--- config.mk ---
export PLATFORM = sky130hd
export DESIGN_NAME = id_stage_pipe
export DESIGN_NICKNAME = d
export VERILOG_FILES = /design/src/rtl/id_stage_pipe_pkg.sv /design/src/rtl/id_stage_pipe_hazard.sv /design/src/rtl/id_stage_pipe.sv
export SDC_FILE = /design/constraint.sdc
export NUM_CORES = 1
export LEC_CHECK = 0
export BUFFER_PORTS_ARGS = -buffer_cell sky130_fd_sc_hd__buf_2
export CORE_MARGIN = 2
export CORE_UTILIZATION = 46
export CTS_BUF_LIST = sky130_fd_sc_hd__clkbuf_2
export DETAILED_ROUTE_END_ITERATION = 12
export PLACE_DENSITY_LB_ADDON = 0.08
export SLEW_MARGIN = 10
export SYNTH_ARGS = -nofsm -noshare
export SYNTH_HDL_FRONTEND = slang
export SYNTH_SLANG_ARGS = --single-unit
--- constraint.sdc ---
create_clock -name clk -period 4.1 [get_ports clk]
set_clock_uncertainty 0.15 [all_clocks]
set_input_delay 0.41 -clock clk [delete_from_list [all_inputs] [get_ports clk]]
set_output_delay 0.41 -clock clk [all_outputs]
set_load 0.05 [all_outputs]
--- src/rtl/id_stage_pipe_pkg.sv ---
// rtl/id_stage_pipe_pkg.sv - ISA constants, control types and opcode decoder
package defines;
    localparam int WORD_LEN          = 32;
    localparam int REG_FILE_ADDR_LEN = 5;

    typedef enum logic [3:0] {
        EXE_NOP = 4'd0, EXE_ADD, EXE_SUB, EXE_AND, EXE_OR, EXE_NOR,
        EXE_XOR, EXE_SLA, EXE_SLL, EXE_SRA, EXE_SRL
    } execmd_t;

    typedef enum logic [1:0] {BR_NONE, BR_BEZ, BR_BNE, BR_JMP} brcmd_t;

    localparam logic [5:0] OP_ADD  = 6'd1,  OP_SUB  = 6'd3,  OP_AND  = 6'd5,
                           OP_OR   = 6'd6,  OP_NOR  = 6'd7,  OP_XOR  = 6'd8,
                           OP_SLA  = 6'd9,  OP_SLL  = 6'd10, OP_SRA  = 6'd11,
                           OP_SRL  = 6'd12, OP_ADDI = 6'd32, OP_SUBI = 6'd33,
                           OP_LD   = 6'd36, OP_ST   = 6'd37, OP_BEZ  = 6'd40,
                           OP_BNE  = 6'd41, OP_JMP  = 6'd42;

    // src2_alt marks ST/BNE, whose second source sits in the dest field
    typedef struct packed {
        execmd_t exe_cmd;
        logic    mem_r_en;
        logic    mem_w_en;
        logic    wb_en;
        logic    is_imm;
        logic    src2_alt;
        brcmd_t  br;
    } dec_t;

    typedef struct packed {
        execmd_t exe_cmd;
        logic    mem_r_en;
        logic    mem_w_en;
        logic    wb_en;
    } id_ex_t;

    localparam id_ex_t ID_EX_NOP = '{exe_cmd: EXE_NOP, mem_r_en: 1'b0,
                                     mem_w_en: 1'b0, wb_en: 1'b0};

    function automatic dec_t decode_op(input logic [5:0] op);
        dec_t d;
        d = '0;
        d.exe_cmd = EXE_NOP;
        d.br = BR_NONE;
        case (op)
            OP_ADD:  begin d.exe_cmd = EXE_ADD; d.wb_en = 1'b1; end
            OP_SUB:  begin d.exe_cmd = EXE_SUB; d.wb_en = 1'b1; end
            OP_AND:  begin d.exe_cmd = EXE_AND; d.wb_en = 1'b1; end
            OP_OR:   begin d.exe_cmd = EXE_OR;  d.wb_en = 1'b1; end
            OP_NOR:  begin d.exe_cmd = EXE_NOR; d.wb_en = 1'b1; end
            OP_XOR:  begin d.exe_cmd = EXE_XOR; d.wb_en = 1'b1; end
            OP_SLA:  begin d.exe_cmd = EXE_SLA; d.wb_en = 1'b1; end
            OP_SLL:  begin d.exe_cmd = EXE_SLL; d.wb_en = 1'b1; end
            OP_SRA:  begin d.exe_cmd = EXE_SRA; d.wb_en = 1'b1; end
            OP_SRL:  begin d.exe_cmd = EXE_SRL; d.wb_en = 1'b1; end
            OP_ADDI: begin d.exe_cmd = EXE_ADD; d.wb_en = 1'b1; d.is_imm = 1'b1; end
            OP_SUBI: begin d.exe_cmd = EXE_SUB; d.wb_en = 1'b1; d.is_imm = 1'b1; end
            OP_LD:   begin d.exe_cmd = EXE_ADD; d.wb_en = 1'b1; d.mem_r_en = 1'b1; d.is_imm = 1'b1; end
            OP_ST:   begin d.exe_cmd = EXE_ADD; d.mem_w_en = 1'b1; d.is_imm = 1'b1; d.src2_alt = 1'b1; end
            OP_BEZ:  begin d.is_imm = 1'b1; d.br = BR_BEZ; end
            OP_BNE:  begin d.is_imm = 1'b1; d.src2_alt = 1'b1; d.br = BR_BNE; end
            OP_JMP:  begin d.is_imm = 1'b1; d.br = BR_JMP; end
            default: ;
        endcase
        return d;
    endfunction
endpackage

--- src/rtl/id_stage_pipe_hazard.sv ---
// rtl/id_stage_pipe_hazard.sv - load-use hazard compare against the ID/EX register
module id_hazard_unit #(
    parameter int REG_ADDR_LEN = 5
) (
    input  logic                    i_ex_valid,
    input  logic                    i_ex_mem_r_en,
    input  logic [REG_ADDR_LEN-1:0] i_ex_dest,
    input  logic [REG_ADDR_LEN-1:0] i_src1,
    input  logic [REG_ADDR_LEN-1:0] i_src2,
    input  logic                    i_src2_used,
    output logic                    o_hz
);
    logic w_src_match;

    assign w_src_match = (i_ex_dest == i_src1) || (i_src2_used && (i_ex_dest == i_src2));
    assign o_hz = i_ex_valid && i_ex_mem_r_en && (i_ex_dest != '0) && w_src_match;
endmodule

--- src/rtl/id_stage_pipe.sv ---
// rtl/id_stage_pipe.sv - decode stage with ID/EX register, load-use stall, branch redirect, flush
module id_stage_pipe #(
    parameter int WORD_LEN     = defines::WORD_LEN,
    parameter int REG_ADDR_LEN = defines::REG_FILE_ADDR_LEN,
    parameter int IMM_LEN      = 16,
    parameter int IMM_SIGNED   = 1,
    parameter int CNT_W        = 16
) (
    input  logic                    clk,
    input  logic                    rstn,
    input  logic                    in_valid,
    output logic                    in_ready,
    input  logic [WORD_LEN-1:0]     instr_i,
    input  logic [WORD_LEN-1:0]     pc_i,
    output logic [REG_ADDR_LEN-1:0] rs1_addr_o,
    output logic [REG_ADDR_LEN-1:0] rs2_addr_o,
    input  logic [WORD_LEN-1:0]     rs1_data_i,
    input  logic [WORD_LEN-1:0]     rs2_data_i,
    input  logic                    flush_i,
    output logic                    br_taken_o,
    output logic [WORD_LEN-1:0]     br_target_o,
    output logic                    out_valid,
    input  logic                    out_ready,
    output defines::execmd_t        exe_cmd_o,
    output logic                    mem_r_en_o,
    output logic                    mem_w_en_o,
    output logic                    wb_en_o,
    output logic [WORD_LEN-1:0]     val1_o,
    output logic [WORD_LEN-1:0]     val2_o,
    output logic [WORD_LEN-1:0]     st_val_o,
    output logic [REG_ADDR_LEN-1:0] dest_o,
    output logic [REG_ADDR_LEN-1:0] src1_o,
    output logic [REG_ADDR_LEN-1:0] src2_o,
    output logic [CNT_W-1:0]        stall_cnt_o,
    output logic [CNT_W-1:0]        flush_cnt_o
);
    import defines::*;

    dec_t                    w_dec;
    logic [REG_ADDR_LEN-1:0] w_src1, w_src2, w_dest;
    logic                    w_src2_used, w_hz, w_adv, w_accept, w_taken;
    logic [IMM_LEN-1:0]      w_imm_raw;
    logic [WORD_LEN-1:0]     w_imm;

    logic                    r_valid;
    id_ex_t                  r_ctl;
    logic [WORD_LEN-1:0]     r_val1, r_val2, r_st_val;
    logic [REG_ADDR_LEN-1:0] r_dest, r_src1, r_src2;
    logic [CNT_W-1:0]        r_stall_cnt, r_flush_cnt;

    assign w_dec       = decode_op(instr_i[31:26]);
    assign w_src1      = REG_ADDR_LEN'(instr_i[20:16]);
    assign w_dest      = REG_ADDR_LEN'(instr_i[25:21]);
    assign w_src2      = w_dec.src2_alt ? w_dest : REG_ADDR_LEN'(instr_i[15:11]);
    assign w_src2_used = !w_dec.is_imm || w_dec.src2_alt;
    assign rs1_addr_o  = w_src1;
    assign rs2_addr_o  = w_src2;

    assign w_imm_raw   = instr_i[IMM_LEN-1:0];
    assign w_imm       = (IMM_SIGNED != 0)
                       ? {{(WORD_LEN-IMM_LEN){w_imm_raw[IMM_LEN-1]}}, w_imm_raw}
                       : {{(WORD_LEN-IMM_LEN){1'b0}}, w_imm_raw};
    assign br_target_o = pc_i + WORD_LEN'(1) + w_imm;

    id_hazard_unit #(.REG_ADDR_LEN(REG_ADDR_LEN)) u_hazard (
        .i_ex_valid    (r_valid),
        .i_ex_mem_r_en (r_ctl.mem_r_en),
        .i_ex_dest     (r_dest),
        .i_src1        (w_src1),
        .i_src2        (w_src2),
        .i_src2_used   (w_src2_used),
        .o_hz          (w_hz)
    );

    assign w_adv    = out_ready || !r_valid;
    assign in_ready = w_adv && !w_hz && !flush_i;
    assign w_accept = in_valid && in_ready;

    always_comb begin
        w_taken = 1'b0;
        case (w_dec.br)
            BR_BEZ:  w_taken = (rs1_data_i == '0);
            BR_BNE:  w_taken = (rs1_data_i != rs2_data_i);
            BR_JMP:  w_taken = 1'b1;
            default: w_taken = 1'b0;
        endcase
    end
    assign br_taken_o = w_accept && w_taken;

    always_ff @(posedge clk or negedge rstn) begin
        if (!rstn) begin
            r_valid     <= 1'b0;
            r_ctl       <= ID_EX_NOP;
            r_val1      <= '0;
            r_val2      <= '0;
            r_st_val    <= '0;
            r_dest      <= '0;
            r_src1      <= '0;
            r_src2      <= '0;
            r_stall_cnt <= '0;
            r_flush_cnt <= '0;
        end else begin
            // flush never accepts (in_ready is low), so it always lands in the bubble branch
            if (flush_i || w_adv) begin
                if (w_accept) begin
                    r_valid  <= 1'b1;
                    r_ctl    <= '{exe_cmd: w_dec.exe_cmd, mem_r_en: w_dec.mem_r_en,
                                  mem_w_en: w_dec.mem_w_en, wb_en: w_dec.wb_en};
                    r_val1   <= rs1_data_i;
                    r_val2   <= w_dec.is_imm ? w_imm : rs2_data_i;
                    r_st_val <= rs2_data_i;
                    r_dest   <= w_dest;
                    r_src1   <= w_src1;
                    r_src2   <= (w_dec.is_imm && !w_dec.src2_alt) ? '0 : w_src2;
                end else begin
                    r_valid        <= 1'b0;
                    r_ctl.mem_r_en <= 1'b0;
                    r_ctl.mem_w_en <= 1'b0;
                    r_ctl.wb_en    <= 1'b0;
                end
            end
            if (in_valid && w_hz && !flush_i && (r_stall_cnt != '1))
                r_stall_cnt <= r_stall_cnt + CNT_W'(1);
            if (flush_i && r_valid && (r_flush_cnt != '1))
                r_flush_cnt <= r_flush_cnt + CNT_W'(1);
        end
    end

    assign out_valid   = r_valid;
    assign exe_cmd_o   = r_ctl.exe_cmd;
    assign mem_r_en_o  = r_ctl.mem_r_en;
    assign mem_w_en_o  = r_ctl.mem_w_en;
    assign wb_en_o     = r_ctl.wb_en;
    assign val1_o      = r_val1;
    assign val2_o      = r_val2;
    assign st_val_o    = r_st_val;
    assign dest_o      = r_dest;
    assign src1_o      = r_src1;
    assign src2_o      = r_src2;
    assign stall_cnt_o = r_stall_cnt;
    assign flush_cnt_o = r_flush_cnt;
endmodule

==> flow_summary.yaml <==
grt:
  antenna_found_initial: 2
  grt_first_pass_wirelength_um: 41900
  grt_max_degree: 101
  grt-ovfl-total: 0
  grt_usage_pct: 26.8
  first_global_vias: 7854
drt:
  drc: 0
  first_iter_violations: 349
  vias: 7917
  viasPerCell: 5.33
  wirelength_um: 27000
  first_pass_iters: 4
  routedWlPerCell_um: 18.2
  ant_nets: 0
pwr:
  p_per_area_nw_per_um2: 423
  p_leak_nw: 5.78
  p_total_w: 0.00496
  peakVddDrop_uv: 273
setup_path:
  path_class: "in -> out"
  cp-start-kind: "input pin"
  cp.required_ns: 3.54
  end_kind: "output pin"
  arrival_ns: 3.38
  cp_max_fo: 5
timing:
  rsz0062_at_grt: "true"
  slew_viol_final: 0
  worstMarginPinSlew_ns: 0.934
  post-route-min-period_ns: 3.94
  fmax_mhz: 254
  slew_headroom_pct: 37.7
  period_share_pct: 96.0
  fin_hold_ws_ns: 0.0591
  hold_viol: 0
  setup_violations: 0
die:
  io_pins: 328
  start_util_pct: 46.8
  rows: 50
  die_h_um: 142
  fp.dieW_um: 142
  fp.coreArea_um2: 18600
  dieArea_um2: 20100
clock_network:
  cts-root-buf: "clkbuf_2"
  cts_buffer_depth: 2
  cts_tree: "built"
  cts_inserted_buffers: 17
  cts_sinks: 151
  cts_setup_buffers: 0
  clock_latency_ns: 0.71
  htree_levels: 4
  cts.clk_slew.worst_paths_ns: 0.22
place:
  place_congestion: 0.932
  place_hpwl_um: 20000
  port_buffers: 327
finish:
  finalNetCount: 1404
  drive_gt1_share_pct: 36.7
  area_growth_pct: 34.6
yosys:
  synth_fp_nets: 990
  avgSynthCellArea_um2: 10.6
  synth_area_um2: 8720
  yosys_warnings: 0
  seq_area_frac_synth_pct: 43.3
  ys_ff_latch: 151
  synth_edf_count: 0
  syn_inst: 823
  async_flop_share_pct: 100
  synth_cell_types: 62
  synth_flop_cell: "dfrtp_1"
min_path:
  hold_class: "in -> reg"
job:
  max_cap_violations: 0
run_status:
  status: "finished clean"
[kinds of logic after synthesis]
group	count (synthesis)	synth area share, %
fa+ha+maj	35	5.08
compound gates	162	11.9
xor+xnor	102	10.2
flops	151	43.3
simple gates	233	13.2
mux	85	12.5
buf+inv	55	3.77
[layout make-up]
cell class / count / area (um2)
inverters: 14 / 52.6
flip-flops and latches: 151 / 3780
well taps: 234 / 293
multi-input cells: 617 / 4640
fillers: 1597 / 6910
repair buffers: 436 / 2760
clock inverters: 14 / 118
clock buffers: 18 / 90.1
diodes: 2 / 5.00
[sequential cells by signal, summed over array words and instances (netlist names)]
register and flops:
flush_cnt_o 16, val2_o 32, stall_cnt_o 16, mem_r_en_o 1
st_val_o 32, wb_en_o 1, src2_o 5, out_valid 1
exe_cmd_o 4, dest_o 5, val1_o 32, mem_w_en_o 1
src1_o 5
[what timing repair did]
action / 4_1_cts / 5_1_grt
setup endpoints to repair: 0 / 3
hold buffers: 102 / 0
endpoints found under the hold margin: 222 / 0
gates resized for setup: 0 / 8
[per-stage QoR]
step                setup WS (ns)  TNS [ns]  instance area, um2  util (%)  std cells
finish                      0.165         0               11700      62.9       1486
global route              -0.0473   -0.0856               11700      62.9       1486
CTS                        0.0218         0               11700      62.8       1484
detailed placement          0.173         0               10500      56.2       1350
global placement            0.200         0               10500      56.2       1350
floorplan                   0.393         0                8720         -        823
[worst max-delay path: stages]
cell and delay [ns]:
dlygate4sd3_1 0.53, buf_2 0.14, ha_1 0.36, a21oi_1 0.16, nor2b_1 0.10, a41oi_1 0.20, nor2_1 0.11, a31o_2 0.30
a311o_1 0.41, a311oi_2 0.28, xnor2_1 0.15, buf_4 0.21
[final timing paths]
check / end / cells past startpoint / startpoint / slack (ns)
min in group asynchronous: stall_cnt_o[8] / 2 / rstn / 0.14
worst min register to register: flush_cnt_o[9] / 1 / flush_cnt_o[9] / 0.35
worst max register to register: val2_o[5] / 8 / dest_o[0] / 0.88
worst max-delay path: br_target_o[30] / 12 / instr_i[9] / 0.16
worst min-delay path: stall_cnt_o[12] / 4 / in_valid / 0.06
max in group asynchronous: val1_o[27] / 3 / rstn / 2.82
[cells in the mapped netlist (all sizes together), types with 4 or more instances]
master	instances	area [um2]
dfrtp	151	3780
mux2	83	1070
nor2	70	263
a21oi	63	319
xor2	57	499
nand2	55	206
xnor2	45	394
ha	33	413
buf	26	220
a31oi	23	144
nand3	20	100
a21o	18	135
nand4	18	113
nor4	16	100
clkbuf	15	56.3
o21ai	15	75.1
and3	14	87.6
inv	14	52.6
nand2b	8	50.1
nor2b	7	43.8
and2	4	25.0
and3b	4	35.0
and4	4	35.0
nor3	4	20.0
o21a	4	30.0
[per-layer routing]
metal  share of wire, %  track usage (%)  vias up  wire [um]
li1                   -                -     3776          -
met1                 43             35.1     3821      11700
met2                 47             42.5      261      12800
met3                6.0             6.24       59       1610
met4                3.7             11.7        0       1010
met5                  0                0        -          0
[power by group]
group          leakage (nW)  switching, W  total (W)  internal (W)
logic                  3.82       0.00164    0.00233      0.000690
registers              1.82      0.000153    0.00186       0.00171
clock network         0.132      0.000595   0.000776      0.000180
[layout by cell type, fill, tap and decap left out, drive strengths merged, types with 15 or more instances in the layout]
master,count
nor2,70
ha,33
nor4,16
nand4,18
nand2,55
dlygate4sd3,102
a21oi,63
nand3,20
a21o,18
buf,333
o21ai,15
clkbuf,19
xnor2,45
a31oi,23
xor2,57
dfrtp,151
mux2,83
inv,20
No activity file was read; power rests on OpenSTA's default activity.
